**src/rtl/ps2_kbd_tx_if.sv**
```systemverilog
// Host-side byte queue port of the PS/2 keyboard transmitter.
// master = byte source, slave = transmitter.
interface ps2_kbd_tx_if;
    logic [7:0] data_in;
    logic       data_valid;
    logic       fifo_full;
    logic       overflow;
    logic       busy;

    modport master (
        output data_in,
        output data_valid,
        input  fifo_full,
        input  overflow,
        input  busy
    );

    modport slave (
        input  data_in,
        input  data_valid,
        output fifo_full,
        output overflow,
        output busy
    );
endinterface

```
**src/rtl/ps2_kbd_tx.sv**
```systemverilog
// PS/2 device-side transmitter: queues scancode bytes in a FIFO and sends each as an
// 11-bit frame (start, 8 data LSB first, odd parity, stop) on registered clk/data lines.
module ps2_kbd_tx #(
    parameter int unsigned CLK_DIV   = 750,
    parameter int unsigned FIFO_AW   = 4,
    parameter int unsigned GAP_TICKS = 4
) (
    input  logic        clk_sys,
    input  logic        reset,
    ps2_kbd_tx_if.slave host,
    output logic        ps2_kbd_clk,
    output logic        ps2_kbd_data
);
    localparam int unsigned Depth = 2 ** FIFO_AW;
    localparam int unsigned CntW  = FIFO_AW + 1;
    localparam int unsigned DivW  = $clog2(CLK_DIV);
    localparam int unsigned GapW  = (GAP_TICKS > 1) ? $clog2(GAP_TICKS) : 1;

    typedef enum logic [1:0] {StIdle, StBitHi, StBitLo, StGap} state_e;

    logic [DivW-1:0]    div_q, div_d;
    logic               tick;
    logic [7:0]         mem_q [Depth];
    logic [FIFO_AW-1:0] wr_ptr_q, wr_ptr_d, rd_ptr_q, rd_ptr_d;
    logic [CntW-1:0]    count_q, count_d;
    logic               ovf_q, ovf_d;
    logic               full, empty, push, pop;
    logic [7:0]         rd_byte;

    state_e             state_q, state_d;
    logic [10:0]        frame_q, frame_d;
    logic [3:0]         idx_q, idx_d;
    logic [GapW-1:0]    gap_q, gap_d;
    logic               clk_q, clk_d, data_q, data_d;

    assign tick    = (div_q == DivW'(CLK_DIV - 1));
    assign full    = (count_q == CntW'(Depth));
    assign empty   = (count_q == '0);
    assign push    = host.data_valid & ~full;
    assign rd_byte = mem_q[rd_ptr_q];

    // Prescaler and FIFO bookkeeping; an overflowing write is dropped even if a pop frees a slot.
    always_comb begin
        div_d    = tick ? '0 : div_q + 1'b1;
        wr_ptr_d = push ? wr_ptr_q + 1'b1 : wr_ptr_q;
        rd_ptr_d = pop ? rd_ptr_q + 1'b1 : rd_ptr_q;
        ovf_d    = ovf_q | (host.data_valid & full);
        case ({push, pop})
            2'b10:   count_d = count_q + 1'b1;
            2'b01:   count_d = count_q - 1'b1;
            default: count_d = count_q;
        endcase
    end

    always_comb begin
        state_d = state_q;
        frame_d = frame_q;
        idx_d   = idx_q;
        gap_d   = gap_q;
        clk_d   = clk_q;
        data_d  = data_q;
        pop     = 1'b0;
        if (tick) begin
            unique case (state_q)
                StIdle: begin
                    clk_d  = 1'b1;
                    data_d = 1'b1;
                    if (!empty) begin
                        pop     = 1'b1;
                        frame_d = {1'b1, ~(^rd_byte), rd_byte, 1'b0};
                        idx_d   = '0;
                        data_d  = 1'b0;
                        state_d = StBitHi;
                    end
                end
                StBitHi: begin
                    clk_d   = 1'b0;
                    state_d = StBitLo;
                end
                StBitLo: begin
                    clk_d = 1'b1;
                    if (idx_q < 4'd10) begin
                        idx_d   = idx_q + 4'd1;
                        data_d  = frame_q[idx_d];
                        state_d = StBitHi;
                    end else begin
                        data_d  = 1'b1;
                        gap_d   = '0;
                        state_d = StGap;
                    end
                end
                StGap: begin
                    clk_d  = 1'b1;
                    data_d = 1'b1;
                    if (gap_q == GapW'(GAP_TICKS - 1)) begin
                        state_d = StIdle;
                    end else begin
                        gap_d = gap_q + 1'b1;
                    end
                end
                default: state_d = StIdle;
            endcase
        end
    end

    always_ff @(posedge clk_sys) begin
        if (reset) begin
            div_q    <= '0;
            wr_ptr_q <= '0;
            rd_ptr_q <= '0;
            count_q  <= '0;
            ovf_q    <= 1'b0;
            state_q  <= StIdle;
            frame_q  <= '1;
            idx_q    <= '0;
            gap_q    <= '0;
            clk_q    <= 1'b1;
            data_q   <= 1'b1;
        end else begin
            div_q    <= div_d;
            wr_ptr_q <= wr_ptr_d;
            rd_ptr_q <= rd_ptr_d;
            count_q  <= count_d;
            ovf_q    <= ovf_d;
            state_q  <= state_d;
            frame_q  <= frame_d;
            idx_q    <= idx_d;
            gap_q    <= gap_d;
            clk_q    <= clk_d;
            data_q   <= data_d;
        end
    end

    always_ff @(posedge clk_sys) begin
        if (push) begin
            mem_q[wr_ptr_q] <= host.data_in;
        end
    end

    assign host.fifo_full = full;
    assign host.overflow  = ovf_q;
    assign host.busy      = (state_q != StIdle) | ~empty;
    assign ps2_kbd_clk    = clk_q;
    assign ps2_kbd_data   = data_q;
endmodule

```
**src/flat_wrapper.sv**
```systemverilog
// flat-port wrapper written by rule: the top's interface ports become plain ports
module ps2_kbd_tx_flat 
#(
    parameter int unsigned CLK_DIV   = 750,
    parameter int unsigned FIFO_AW   = 4,
    parameter int unsigned GAP_TICKS = 4
)
  (clk_sys, reset, ps2_kbd_clk, ps2_kbd_data, host_data_in, host_data_valid, host_fifo_full, host_overflow, host_busy);
  ps2_kbd_tx_if host_i ();
  input  logic clk_sys;
  input  logic reset;
  output logic ps2_kbd_clk;
  output logic ps2_kbd_data;
  input wire logic [$bits(host_i.data_in)-1:0] host_data_in;
  input wire logic [$bits(host_i.data_valid)-1:0] host_data_valid;
  output wire logic [$bits(host_i.fifo_full)-1:0] host_fifo_full;
  output wire logic [$bits(host_i.overflow)-1:0] host_overflow;
  output wire logic [$bits(host_i.busy)-1:0] host_busy;
  assign host_i.data_in = host_data_in;
  assign host_i.data_valid = host_data_valid;
  assign host_fifo_full = host_i.fifo_full;
  assign host_overflow = host_i.overflow;
  assign host_busy = host_i.busy;
  ps2_kbd_tx #(.CLK_DIV(CLK_DIV), .FIFO_AW(FIFO_AW), .GAP_TICKS(GAP_TICKS)) u_core (.clk_sys(clk_sys), .reset(reset), .host(host_i), .ps2_kbd_clk(ps2_kbd_clk), .ps2_kbd_data(ps2_kbd_data));
endmodule
```
**config.mk**
```make
export PLATFORM = sky130hd
export DESIGN_NAME = ps2_kbd_tx_flat
export DESIGN_NICKNAME = d
export VERILOG_FILES = /design/src/rtl/ps2_kbd_tx_if.sv /design/src/rtl/ps2_kbd_tx.sv /design/src/flat_wrapper.sv
export SDC_FILE = /design/constraint.sdc
export NUM_CORES = 1
export LEC_CHECK = 0
export BUFFER_PORTS_ARGS = -buffer_cell sky130_fd_sc_hd__buf_2
export CORE_ASPECT_RATIO = 1.2
export CORE_MARGIN = 2
export CORE_UTILIZATION = 35
export DETAILED_ROUTE_END_ITERATION = 6
export PLACE_DENSITY = 0.51
export SKIP_LAST_GASP = 1
export SLEW_MARGIN = 30
export SYNTH_ARGS = -nofsm -noshare
export SYNTH_HDL_FRONTEND = slang
export SYNTH_SLANG_ARGS = --single-unit
```
**constraint.sdc**
```tcl
create_clock -name clk_sys -period 6.38 [get_ports clk_sys]
set_clock_uncertainty 0.15 [all_clocks]
set_input_delay 0.957 -clock clk_sys [delete_from_list [all_inputs] [get_ports clk_sys]]
set_output_delay 0.957 -clock clk_sys [all_outputs]
set_load 0.1 [all_outputs]
```
### Yosys cells after proc, flatten, opt, wreduce, memory -nomap -nowiden

Memories as Yosys holds them, arrays and structs flattened. A register that Yosys moved wholly into a read port is not among the register bits.
Index checks and enable logic that the tools add are counted.

* memory bits (writable): 128
* logic and storage cells: 80
* flip-flop bits (word level): 44
* input port bits: 11
* memories: 1

* equality and inequality tests: 13
* bitwise operators: 7
* add/subtract/negate cells: 7
* reductions and logical operators: 15
* mux-type cells: 24
* magnitude comparators: 2

Memories
* u_core.mem_q: words 16, bits a word 8, read ports 1, clocked after Yosys merged registers in 1, wr ports 1, RTL line ps2_kbd_tx.sv:23 `logic [7:0] mem_q [Depth];`

Operators by type and width (count)
* 2-to-1 mux 4 bit: 4
* adder 4 x 1 -> 4 bit (second input constant): 3
* adder 10 x 1 -> 10 bit (second input constant): 1
* equality test 10 bit (second input constant): 1
* 2-to-1 mux 2 bit: 5
* one-hot mux 5 bit (2 select lines): 1
* equality test 2 bit (second input constant): 4
* 2-to-1 mux 1 bit: 8
* one-hot mux 2 bit (4 select lines): 1
* one-hot mux 4 bit (2 select lines): 1
* AND reduction 4 bit: 2
* nonzero test 2 bit: 4
* XOR reduction 8 bit: 1
* inequality test 2 bit (second input constant): 3
* AND reduction 3 bit: 2
* adder 5 x 1 -> 5 bit (second input constant): 1
* equality test 5 bit (second input constant): 1
* zero test 5 bit: 1
* < comparator 4 x 5 -> 1 bit (second input constant): 1
* subtractor 5 x 1 -> 5 bit (second input constant): 1
* binary-select mux 1 bit (select 4 bit): 1
* equality test 2 x 1 -> 1 bit (second input constant): 2
* < comparator 4 bit (second input constant): 1
* inequality test 2 x 1 -> 1 bit (second input constant): 2
* 12 further kinds: 16

### Depth between registers and ports, before layout

* word-level depth: 6
* depth in mapped cells: 14

### Least setup slack after synthesis

OpenSTA, ideal clock, no wires.

* path type: input-to-reg
* start point: input host_data_valid
* end point: register u_core.count_q[4]
* data required time: 6.109 ns
* slack: 3.055 ns
* cell stages on the path: 10
* library setup time: 0.121 ns
* data arrival time: 3.055 ns
* path through: and2_1 clkbuf_1 inv_1 ha_1 clkbuf_1 xor2_1 ha_1 or3b_2 a31oi_1 mux2_2

* longest elaborated chain between the ends: 3

RTL lines
* start: declaration: RTL line flat_wrapper.sv:15 `input wire logic [$bits(host_i.data_valid)-1:0] host_data_valid;`
* bitwise AND 1 bit (*): RTL line ps2_kbd_tx.sv:39 `assign push = host.data_valid & ~full;`
* equality test 2 x 1 -> 1 bit / equality test 2 bit (equally long branches): RTL line ps2_kbd_tx.sv:48 `case ({push, pop})`
* one-hot mux 5 bit (2 select lines) / nonzero test 2 bit (equally long branches)
* end signal: assignment: RTL line ps2_kbd_tx.sv:123 `count_q <= count_d;`
* end: declaration: RTL line ps2_kbd_tx.sv:25 `logic [CntW-1:0] count_q, count_d;`

Every way passes the cells marked *; elsewhere a longest branch is shown, timed or not.
A chain may end at the register's enable or synchronous reset.

### Worst setup path in the final report

* start point: register u_core.count_q[1]
* end point: register u_core.count_q[4]

* longest elaborated chain between the ends: 6

RTL lines
* zero test 5 bit: RTL line ps2_kbd_tx.sv:38 `assign empty = (count_q == '0);`
* 2-to-1 mux 1 bit: RTL line ps2_kbd_tx.sv:68 `if (!empty) begin`
* 2-to-1 mux 1 bit: RTL line ps2_kbd_tx.sv:64 `unique case (state_q)`
* 2-to-1 mux 1 bit: RTL line ps2_kbd_tx.sv:63 `if (tick) begin`
* equality test 2 x 1 -> 1 bit / equality test 2 bit (equally long branches): RTL line ps2_kbd_tx.sv:48
* one-hot mux 5 bit (2 select lines) / nonzero test 2 bit (equally long branches)

Parallel ways exist; a longest one is shown, timed or not.

==> results.json <==
{
  "portBuffers": 15,
  "avgViaCountPerCell": 5.05,
  "critical_path.reg2reg.startpoint": "u_core.count_q[1]",
  "synth-edff-count": 128,
  "postCtsSetupBuffers": 0,
  "fp-row-count": 57,
  "post_synth_top_area_share": 0.527,
  "grtUsageTotal": 0.135,
  "static-leakage-power_nw": 2.71,
  "final_layout_net_count": 529,
  "clk_pin_slew_worst_paths_ps": 70,
  "cts_repair_resize_count": 0,
  "critical_path_fanouts_max": 10,
  "worstPathRequired_ps": 6540,
  "clockBufferDepth": 2,
  "cts_sinks": 176,
  "post_route_cells_drive_above_1_share": 0.165,
  "drt-initial-drc-count": 313,
  "layout.cells.non_filler": 785,
  "dp.final_hpwl_mm": 8.98,
  "cts_buffers": 17,
  "detailroute.via_count": 3966,
  "start_util": 0.359,
  "routed_wirelength_mm": 14.0,
  "placed_cell_area_um2": 7620,
  "synthCells": 493,
  "synth.yosys.seq_area_share": 0.658,
  "fin_worst_hold_slack_ps": 310,
  "num_io_pins": 16,
  "place.detailed.instances": 753,
  "residual_overflow_from_global_routing": 0,
  "period_minus_slack_ps": 3180,
  "timing_max_transition_violations_final": 0,
  "fp.dieH_um": 162,
  "max_slew.worst_pin.slew_ps": 946,
  "critPathCaptureType": "flop",
  "clock_tree.root_cell": "clkbuf_16",
  "grt_pass1_vias": 3915,
  "post-route-worst-setup-slack_ps": 3200,
  "hold_class": "reg2reg",
  "timing.slew.headroom": 0.367,
  "post_drt_antenna_nets": 0,
  "worst_ir_drop_vdd_mv": 0.164,
  "postLayoutCoreUtil": 0.403,
  "unrepaired_setup_endpoints_after_global_routing": "false",
  "post_route_clock_period_utilization": 0.499,
  "h-tree-depth": 4,
  "gp_congestion": 0.810,
  "design.die.area_um2": 22000,
  "preCtsSetupSlack_ps": 2910,
  "r2r-end": "u_core.count_q[4]",
  "wire_length_of_the_first_global_routing_pass_mm": 22.0,
  "async_flop_share": 0,
  "power.total_mw": 2.34,
  "ys_dominant_reg_cell": "edfxtp_1",
  "fp.coreArea_um2": 20300,
  "setup-tns-final_ps": 0,
  "powerDensity_nw_per_um2": 285,
  "synth.top_cells.by_area": "edfxtp_1, dfxtp_1, mux4_2, mux4_1, nor2_1",
  "firstDrtPassIters": 4,
  "synthesis.area_per_instance_um2": 14.8,
  "worst_hold_endpoint": "u_core.frame_q[0]",
  "cts_tree": "done",
  "critical_path_arrival_ps": 3350,
  "holdPathStages": 1,
  "r2r_slack_ps": 3200,
  "holdBufCountCts": 0,
  "yosysWarnings": 0,
  "drt-wirelength-per-cell_um": 17.9,
  "antenna_diode_instance_count": 0,
  "setup-violations-final": 0,
  "postLayoutCellArea_um2": 8180,
  "total_nets_after_synthesis": 515,
  "fmax_mhz": 314,
  "syn2layout_area_growth_pct": 12.2,
  "post-route-drc-count": 0,
  "synth.lib_cells_used.distinct": 47,
  "synth_area_um2": 7300,
  "clock_insertion_delay_at_the_later_pin_of_the_skew_report_ps": 430,
  "drv.max_cap_violation_count": 0,
  "worst_setup_path_start_kind": "flop",
  "reg2reg_depth": 10,
  "timing.final.hold_violations": 0,
  "maximum_number_of_pins_on_one_net_before_global_route_repair": 42,
  "synth.largest_area_cell": "edfxtp_1",
  "grt_antenna_before_repair": 1,
  "dieWidth_um": 136,
  "synth-seq-cells": 176,
  "critPathKind": "reg2reg",
  "min-delay-start": "u_core.frame_q[0]",
  "status": "finished, final reports clean"
}
## per-layer routing
layer / share of wire / vias to the layer above / track usage
met3: 0.033 / 21 / 0.0353
met2: 0.51 / 58 / 0.228
met5: 0.00050 / - / 0
met1: 0.44 / 1992 / 0.167
met4: 0.019 / 2 / 0.0511
li1: - / 1893 / -
## worst max path at each step
| stage | startpoint | endpoint | slack (ps) | cells past startpoint |
|---|---|---|---|---|
| 6_report | u_core.count_q[1] | u_core.count_q[4] | 3200 | 10 |
| 5_1_grt | u_core.count_q[1] | u_core.count_q[4] | 3030 | 10 |
| 4_1_cts | u_core.count_q[1] | u_core.count_q[4] | 3200 | 10 |
| 3_5_place_dp | host_data_valid | u_core.count_q[4] | 2910 | 9 |
| 3_3_place_gp | host_data_valid | u_core.count_q[4] | 2970 | 9 |
| 2_1_floorplan | host_data_valid | u_core.count_q[4] | 3050 | 10 |
## registers in the layout, summed over array words and instances (netlist names), named ones only
register	count
u_core.div_q	10
u_core.ps2_kbd_data	1
u_core.frame_q	10
u_core.count_q	5
u_core.ps2_kbd_clk	1
u_core.state_q	2
u_core.host.overflow	1
u_core.rd_ptr_q	4
u_core.gap_q	2
u_core.wr_ptr_q	4
u_core.mem_q	128
u_core.idx_q	4
## critical path, stage by stage, from the launching register on
cell	delay, ps
dfxtp_1	400
nor4_1	370
nand2_1	110
and2_1	270
inv_1	90
ha_1	330
xor2_1	110
ha_1	230
or3b_2	470
a31oi_1	190
mux2_2	350
## cell type report
type                       count  area (um^2)
timing repair buffer          21          120
inverter                       9         33.8
tap                          265          332
sequential                   176         4810
fill                        1873        12100
clock inverter                14          139
clock buffer                  18          429
multi-input combinational    282         2320
## cells in the final DEF (no fill, tap or decap), types with 2 or more instances in the layout
cell type and n:
nand2_1 31, a211o_1 10, xor2_1 14, a21oi_1 19, ha_1 11, dfxtp_1 47
nor2_2 3, mux4_2 25, nor2b_1 3, nand3_1 7, mux4_1 9, nor2_1 50
nor3_1 11, inv_1 9, clkinv_4 2, buf_4 6, a21o_1 2, and2_1 12
o21ai_0 9, inv_6 5, a31oi_1 4, nand4_1 3, and3_1 3, mux2i_1 2
clkbuf_16 17, xnor2_1 12, or3_1 4, edfxtp_1 128, inv_8 5, a22oi_1 16
or4_1 2, buf_2 15, nand2b_1 6
## cells by family (layout without fill, tap and decap cells)
kind of cell	Yosys count	after routing	synth area share
mux	37	37	0.114
xor+xnor	26	26	0.0312
compound gates	66	66	0.0600
simple gates	142	142	0.0940
flops	176	176	0.658
fa+ha+maj	11	11	0.0189
buf+inv	35	62	0.0237
## synth_stat cells, types with 4 or more instances
master and number:
or3_1 4, nand2_1 31, nand3_1 7, nand2b_1 6, o21ai_0 9, nor3_1 11, xor2_1 14, a31oi_1 4
a21oi_1 19, ha_1 11, mux4_1 9, nor2_1 52, and2_1 12, clkbuf_1 15, a22oi_1 16, edfxtp_1 128
buf_1 4, dfxtp_1 48, inv_1 9, a211o_1 10, mux4_2 25, xnor2_1 12
## power by group
group / switching, mW / internal [mW] / total, mW / leakage [nW]
combinational: 0.0612 / 0.0299 / 0.0912 / 0.878
clock: 0.476 / 0.522 / 0.997 / 0.283
sequential: 0.00829 / 1.24 / 1.25 / 1.55
total: 0.545 / 1.79 / 2.34 / 2.71
Note: power is estimated with default switching activity, not from simulation.
